### src/rtl/tx_min_frame_pad.sv
// rtl/tx_min_frame_pad.sv - AXI-Stream min-frame zero padder with registered output slice and statistics.
module tx_min_frame_pad #(
    parameter int AXI_DATA_WIDTH = 64,
    parameter int MIN_BYTES      = 60
) (
    input  logic                        clk,
    input  logic                        reset_n,
    input  logic [AXI_DATA_WIDTH-1:0]   s_tdata,
    input  logic [AXI_DATA_WIDTH/8-1:0] s_tstrb,
    input  logic                        s_tvalid,
    input  logic                        s_tlast,
    output logic                        s_tready,
    output logic [AXI_DATA_WIDTH-1:0]   m_tdata,
    output logic [AXI_DATA_WIDTH/8-1:0] m_tstrb,
    output logic                        m_tvalid,
    output logic                        m_tlast,
    input  logic                        m_tready,
    output logic [31:0]                 pkt_count,
    output logic [31:0]                 pad_count,
    output logic [31:0]                 bad_strb_count
);
    localparam int                      KW        = AXI_DATA_WIDTH / 8;
    localparam int                      LAST_W    = (MIN_BYTES - 1) / 8;
    localparam int                      LAST_POP  = MIN_BYTES - 8 * LAST_W;
    localparam logic [KW-1:0]           LAST_STRB = KW'((1 << LAST_POP) - 1);
    localparam logic [2:0]              LAST_W3   = 3'(LAST_W);

    typedef enum logic {PASS, PAD} state_t;

    state_t                    state_q, state_d;
    logic [2:0]                widx_q, widx_d, widx_hs;
    logic [AXI_DATA_WIDTH-1:0] m_tdata_q, m_tdata_d, s_data_masked;
    logic [KW-1:0]             m_tstrb_q, m_tstrb_d;
    logic                      m_tvalid_q, m_tvalid_d;
    logic                      m_tlast_q, m_tlast_d;
    logic                      m_padded_q, m_padded_d;
    logic [31:0]               pkt_count_q, pkt_count_d;
    logic [31:0]               pad_count_q, pad_count_d;
    logic [31:0]               bad_strb_count_q, bad_strb_count_d;
    logic                      slot_free, out_hs, accept, strb_contig;

    always_comb begin
        slot_free   = ~m_tvalid_q | m_tready;
        out_hs      = m_tvalid_q & m_tready;
        s_tready    = reset_n & (state_q == PASS) & slot_free;
        accept      = s_tvalid & s_tready;
        strb_contig = (s_tstrb != '0) && ((s_tstrb & (s_tstrb + KW'(1))) == '0);
        for (int i = 0; i < KW; i++) begin
            s_data_masked[8*i +: 8] = s_tstrb[i] ? s_tdata[8*i +: 8] : 8'h00;
        end

        // Index of the word loaded this cycle: the slot's beat has left if a handshake happens.
        widx_hs = widx_q;
        if (out_hs) begin
            if (m_tlast_q) begin
                widx_hs = 3'd0;
            end else if (widx_q != LAST_W3) begin
                widx_hs = widx_q + 3'd1;
            end
        end

        state_d          = state_q;
        widx_d           = widx_hs;
        m_tdata_d        = m_tdata_q;
        m_tstrb_d        = m_tstrb_q;
        m_tlast_d        = m_tlast_q;
        m_padded_d       = m_padded_q;
        m_tvalid_d       = slot_free ? 1'b0 : m_tvalid_q;
        pkt_count_d      = pkt_count_q;
        pad_count_d      = pad_count_q;
        bad_strb_count_d = bad_strb_count_q;

        if (out_hs && m_tlast_q) begin
            pkt_count_d = pkt_count_q + 32'd1;
            if (m_padded_q) begin
                pad_count_d = pad_count_q + 32'd1;
            end
        end
        if (accept && !strb_contig && !(s_tlast && s_tstrb == '0)) begin
            bad_strb_count_d = bad_strb_count_q + 32'd1;
        end

        case (state_q)
            PASS: begin
                if (accept) begin
                    m_tvalid_d = 1'b1;
                    m_tdata_d  = s_data_masked;
                    m_tstrb_d  = s_tstrb;
                    m_tlast_d  = 1'b0;
                    m_padded_d = 1'b0;
                    if (s_tlast) begin
                        if (widx_hs < LAST_W3) begin
                            m_tstrb_d = '1;
                            state_d   = PAD;
                        end else if (widx_hs == LAST_W3 && $countones(s_tstrb) < LAST_POP) begin
                            m_tstrb_d  = LAST_STRB;
                            m_tlast_d  = 1'b1;
                            m_padded_d = 1'b1;
                        end else begin
                            m_tlast_d = 1'b1;
                        end
                    end
                end
            end
            PAD: begin
                if (slot_free) begin
                    m_tvalid_d = 1'b1;
                    m_tdata_d  = '0;
                    if (widx_hs < LAST_W3) begin
                        m_tstrb_d = '1;
                        m_tlast_d = 1'b0;
                    end else begin
                        m_tstrb_d  = LAST_STRB;
                        m_tlast_d  = 1'b1;
                        m_padded_d = 1'b1;
                        state_d    = PASS;
                    end
                end
            end
            default: state_d = PASS;
        endcase
    end

    always_ff @(posedge clk or negedge reset_n) begin
        if (!reset_n) begin
            state_q          <= PASS;
            widx_q           <= 3'd0;
            m_tdata_q        <= '0;
            m_tstrb_q        <= '0;
            m_tvalid_q       <= 1'b0;
            m_tlast_q        <= 1'b0;
            m_padded_q       <= 1'b0;
            pkt_count_q      <= 32'd0;
            pad_count_q      <= 32'd0;
            bad_strb_count_q <= 32'd0;
        end else begin
            state_q          <= state_d;
            widx_q           <= widx_d;
            m_tdata_q        <= m_tdata_d;
            m_tstrb_q        <= m_tstrb_d;
            m_tvalid_q       <= m_tvalid_d;
            m_tlast_q        <= m_tlast_d;
            m_padded_q       <= m_padded_d;
            pkt_count_q      <= pkt_count_d;
            pad_count_q      <= pad_count_d;
            bad_strb_count_q <= bad_strb_count_d;
        end
    end

    assign m_tdata        = m_tdata_q;
    assign m_tstrb        = m_tstrb_q;
    assign m_tvalid       = m_tvalid_q;
    assign m_tlast        = m_tlast_q;
    assign pkt_count      = pkt_count_q;
    assign pad_count      = pad_count_q;
    assign bad_strb_count = bad_strb_count_q;
endmodule
### config.mk
export PLATFORM = sky130hd
export DESIGN_NAME = tx_min_frame_pad
export DESIGN_NICKNAME = d
export VERILOG_FILES = /design/src/rtl/tx_min_frame_pad.sv
export SDC_FILE = /design/constraint.sdc
export NUM_CORES = 1
export LEC_CHECK = 0
export ABC_AREA = 1
export BUFFER_PORTS_ARGS = -buffer_cell sky130_fd_sc_hd__buf_2
export CORE_UTILIZATION = 53
export CTS_CLUSTER_SIZE = 10
export DETAILED_ROUTE_END_ITERATION = 12
export PLACE_DENSITY = 0.79
export SYNTH_ARGS = -nofsm -noshare
export SYNTH_HDL_FRONTEND = slang
export SYNTH_SLANG_ARGS = --single-unit
### constraint.sdc
create_clock -name clk -period 1.8 [get_ports clk]
set_clock_uncertainty 0.05 [all_clocks]
set_input_delay 0.18 -clock clk [delete_from_list [all_inputs] [get_ports clk]]
set_output_delay 0.18 -clock clk [all_outputs]
set_load 0.005 [all_outputs]
==> out/qor.yml <==
synthCells: 1097
rsz0062_at_grt: "yes"
cpPeakStageDelay_ns: 0.53
hold_class: "primary input to register"
routed_wl_um: 25700
fin_area_um2: 12200
root_buffer: "clkbuf_16"
die_h_um: 132
layout.cells.non_filler: 1689
path_max_fanout: 4
synth_flop_cell: "dfrtp_1"
fmax_mhz: 420
final_common_cell: "nand2_1"
wire_per_inst_um: 15.2
drive_gt1_share_pct: 27.8
fin_crit_ns: 2.38
worstSkewPairLatency_ns: 0.43
die_w_um: 132
avgSynthCellArea_um2: 8.21
cts_sinks: 175
clock_path_buffers: 2
overflow: 0
synth-seq-cells: 175
coreArea_um2: 16600
yosys.area_share.adder_pct: 1.92
crit_family: "adder cells"
async_flop_share_pct: 100
worstMarginPinSlew_ns: 0.904
worstReg2RegStart: "widx_q[0]"
muxShareOfSynthArea_pct: 0
io_pins: 248
finalHoldViolCount: 0
cts_tree: "built"
cp_common_cell: "inv_1"
h-tree-depth: 4
drt_iter0_drc: 727
worstSetupPathType: "primary input to register"
antenna_found_initial: 0
r2r-end: "m_tstrb[3]"
min_path_cells: 3
ant_nets: 0
synth.distinct_cells: 37
crit_chain: "buf_6 -> fa_1 -> inv_1 -> fa_1 -> inv_1 -> fa_2 -> ha_4 -> nand3_2 -> nand2_2 -> nor2_4 -> nor2_2 -> nand2_2 -> o22ai_1 -> inv_1"
outcome: "finished, violations left"
setup_viol: 9
vias: 8843
grt_max_degree: 153
dp_slack_ns: -1.04
drc: 0
grtUsageTotal_pct: 29.3
io_buffers: 247
initial_utilization_pct: 54.3
r2r_setup_slack_ns: -0.07
synth-simple-area-share_pct: 33.8
placed_cells: 1580
relSlewSlack_pct: 39.8
cp-end-kind: "register"
synth-edff-count: 0
setup_ws_ns: -0.581
gp_congestion: 0.901
finalCritPeriodShare_pct: 132
placed_area_um2: 10700
crit_required_ns: 2.06
cp_num_buf_inv: 4
p_leak_uw: 0.00649
synth-compound-area-share_pct: 1.96
diodes: 0
synthXorXnorAreaFrac_pct: 8.65
final_nets: 1545
slew_violations: 0
worstSetupStartpointType: "primary input"
crit_slowest_cell: "fa_1"
power_density_nw_per_um2: 1130
drv_cap: 0
dr.pass1.iters: 5
grt_first_pass_wirelength_um: 41200
dpl.hpwl_um: 17000
cts_buffers: 17
irDropWorstVdd_mv: 0.732
grt_pass1_vias: 8597
clkTransAtPathRegs_ns: 0.07
post-route-util_pct: 73.5
crit_arrival_ns: 2.64
ys.warnings.count: 0
syn-cell-area_um2: 9010
synth-seq-area-share_pct: 48.6
min_from: "s_tstrb[2]"
synth_top_family_by_area: "simple AND/OR/NAND/NOR gates"
setup_tns_ns: -4.42
area_growth_pct: 35.3
rr_worst_depth: 11
syn_nets: 1186
routed_via_density: 5.24
dieArea_um2: 17500
rows: 47
violations: "negative setup slack"
min_to: "m_tstrb[2]"
final_cell_mix: "nand2_1 (395), buf_2 (245), dfrtp_1 (169)"
synthesized netlist by cell type, types with 2 or more instances:
library cell | n | area share, %
nor2_4 | 7 | 0.88
buf_6 | 3 | 0.38
nor3_4 | 2 | 0.36
dfrtp_1 | 175 | 49
nor3_1 | 31 | 1.7
clkbuf_1 | 4 | 0.17
o21ai_1 | 4 | 0.22
a21oi_1 | 5 | 0.28
o22ai_1 | 5 | 0.35
nand2_4 | 2 | 0.25
nand2_2 | 4 | 0.28
nand4_4 | 2 | 0.47
nand3_1 | 84 | 4.7
nor2_1 | 100 | 4.2
nor2_2 | 9 | 0.63
xor2_1 | 50 | 4.9
fa_1 | 3 | 0.67
nand3_2 | 8 | 0.89
inv_2 | 4 | 0.17
inv_1 | 77 | 3.2
ha_1 | 9 | 1.3
o21ai_0 | 15 | 0.83
and3_1 | 2 | 0.14
nand4_1 | 23 | 1.6
xnor2_1 | 39 | 3.8
buf_4 | 6 | 0.50
nand2_1 | 402 | 17
nor3_2 | 4 | 0.44
buf_2 | 10 | 0.56
flip-flops by register name (all words and copies together), names as in the netlist:
name            count
m_tdata            64
state_q             1
bad_strb_count     32
m_tstrb             8
m_tvalid            1
m_padded_q          1
widx_q              3
pad_count          32
m_tlast             1
pkt_count          32
how the worst max path moves through the flow:
stage,start,to,slack [ns],cells after the start
final,s_tstrb[0],m_tstrb[3],-0.58,14
after global routing,s_tstrb[0],m_tstrb[3],-0.72,14
after CTS,s_tstrb[0],m_tstrb[2],-0.51,14
after detailed placement,s_tstrb[0],m_tstrb[4],-1.04,15
after global placement,s_tstrb[0],m_tstrb[6],-1.01,15
after floorplan,s_tstrb[0],m_tstrb[5],-0.76,14
metrics by stage:
step                hold slack, ns  power (uW)
detailed placement           0.172        9670
floorplan                   -0.166        7710
finish                      0.0101       13700
CTS                        0.00352       13500
global route                0.0292       14500
global placement             0.166        9540
cells by family (layout without fill, tap and decap cells):
group / after synthesis / count (layout)
compound gates: 32 / 32
buf+inv: 106 / 478
flops: 175 / 175
fa+ha+maj: 12 / 12
xor+xnor: 89 / 89
simple gates: 683 / 683
power breakdown:
part	internal, uW	switching (uW)	total (uW)
Clock	1950	1670	3620
Sequential	4960	722	5690
Combinational	1880	2560	4430
metal layers:
metal | wire length [um] | track usage (%) | part of all wire (%) | vias up
met2 | 12700 | 49.3 | 49 | 390
met5 | 0 | 0 | 0 | -
met3 | 1550 | 5.04 | 6.0 | 84
li1 | - | - | - | 4185
met1 | 10600 | 36.9 | 41 | 4184
met4 | 900 | 13.4 | 3.5 | 0
timing repair:
action / CTS / global route
buffers inserted: 0 / 11
hold endpoints to repair: 239 / 0
resized for setup: 7 / 38
pin swaps: 7 / 7
hold buffers: 65 / 0
setup endpoints to repair: 11 / 74
gates cloned: 0 / 1
area by class of cell:
| class | count | area, um2 |
|---|---|---|
| Clock inverter | 15 | 150 |
| Fill cell | 1200 | 4390 |
| Multi-Input combinational cell | 816 | 4290 |
| Sequential cell | 175 | 4390 |
| Clock buffer | 17 | 425 |
| Timing Repair Buffer | 363 | 2340 |
| Inverter | 83 | 322 |
| Tap cell | 220 | 275 |
worst register-to-register path, delay by kind of cell (launching register included):
kind,cells,cell delay (ns)
simple gates,8,0.84
flops,1,0.40
fa+ha+maj,1,0.22
compound gates,1,0.19
buf+inv,1,0.07
(Power assumes the default switching activity.)
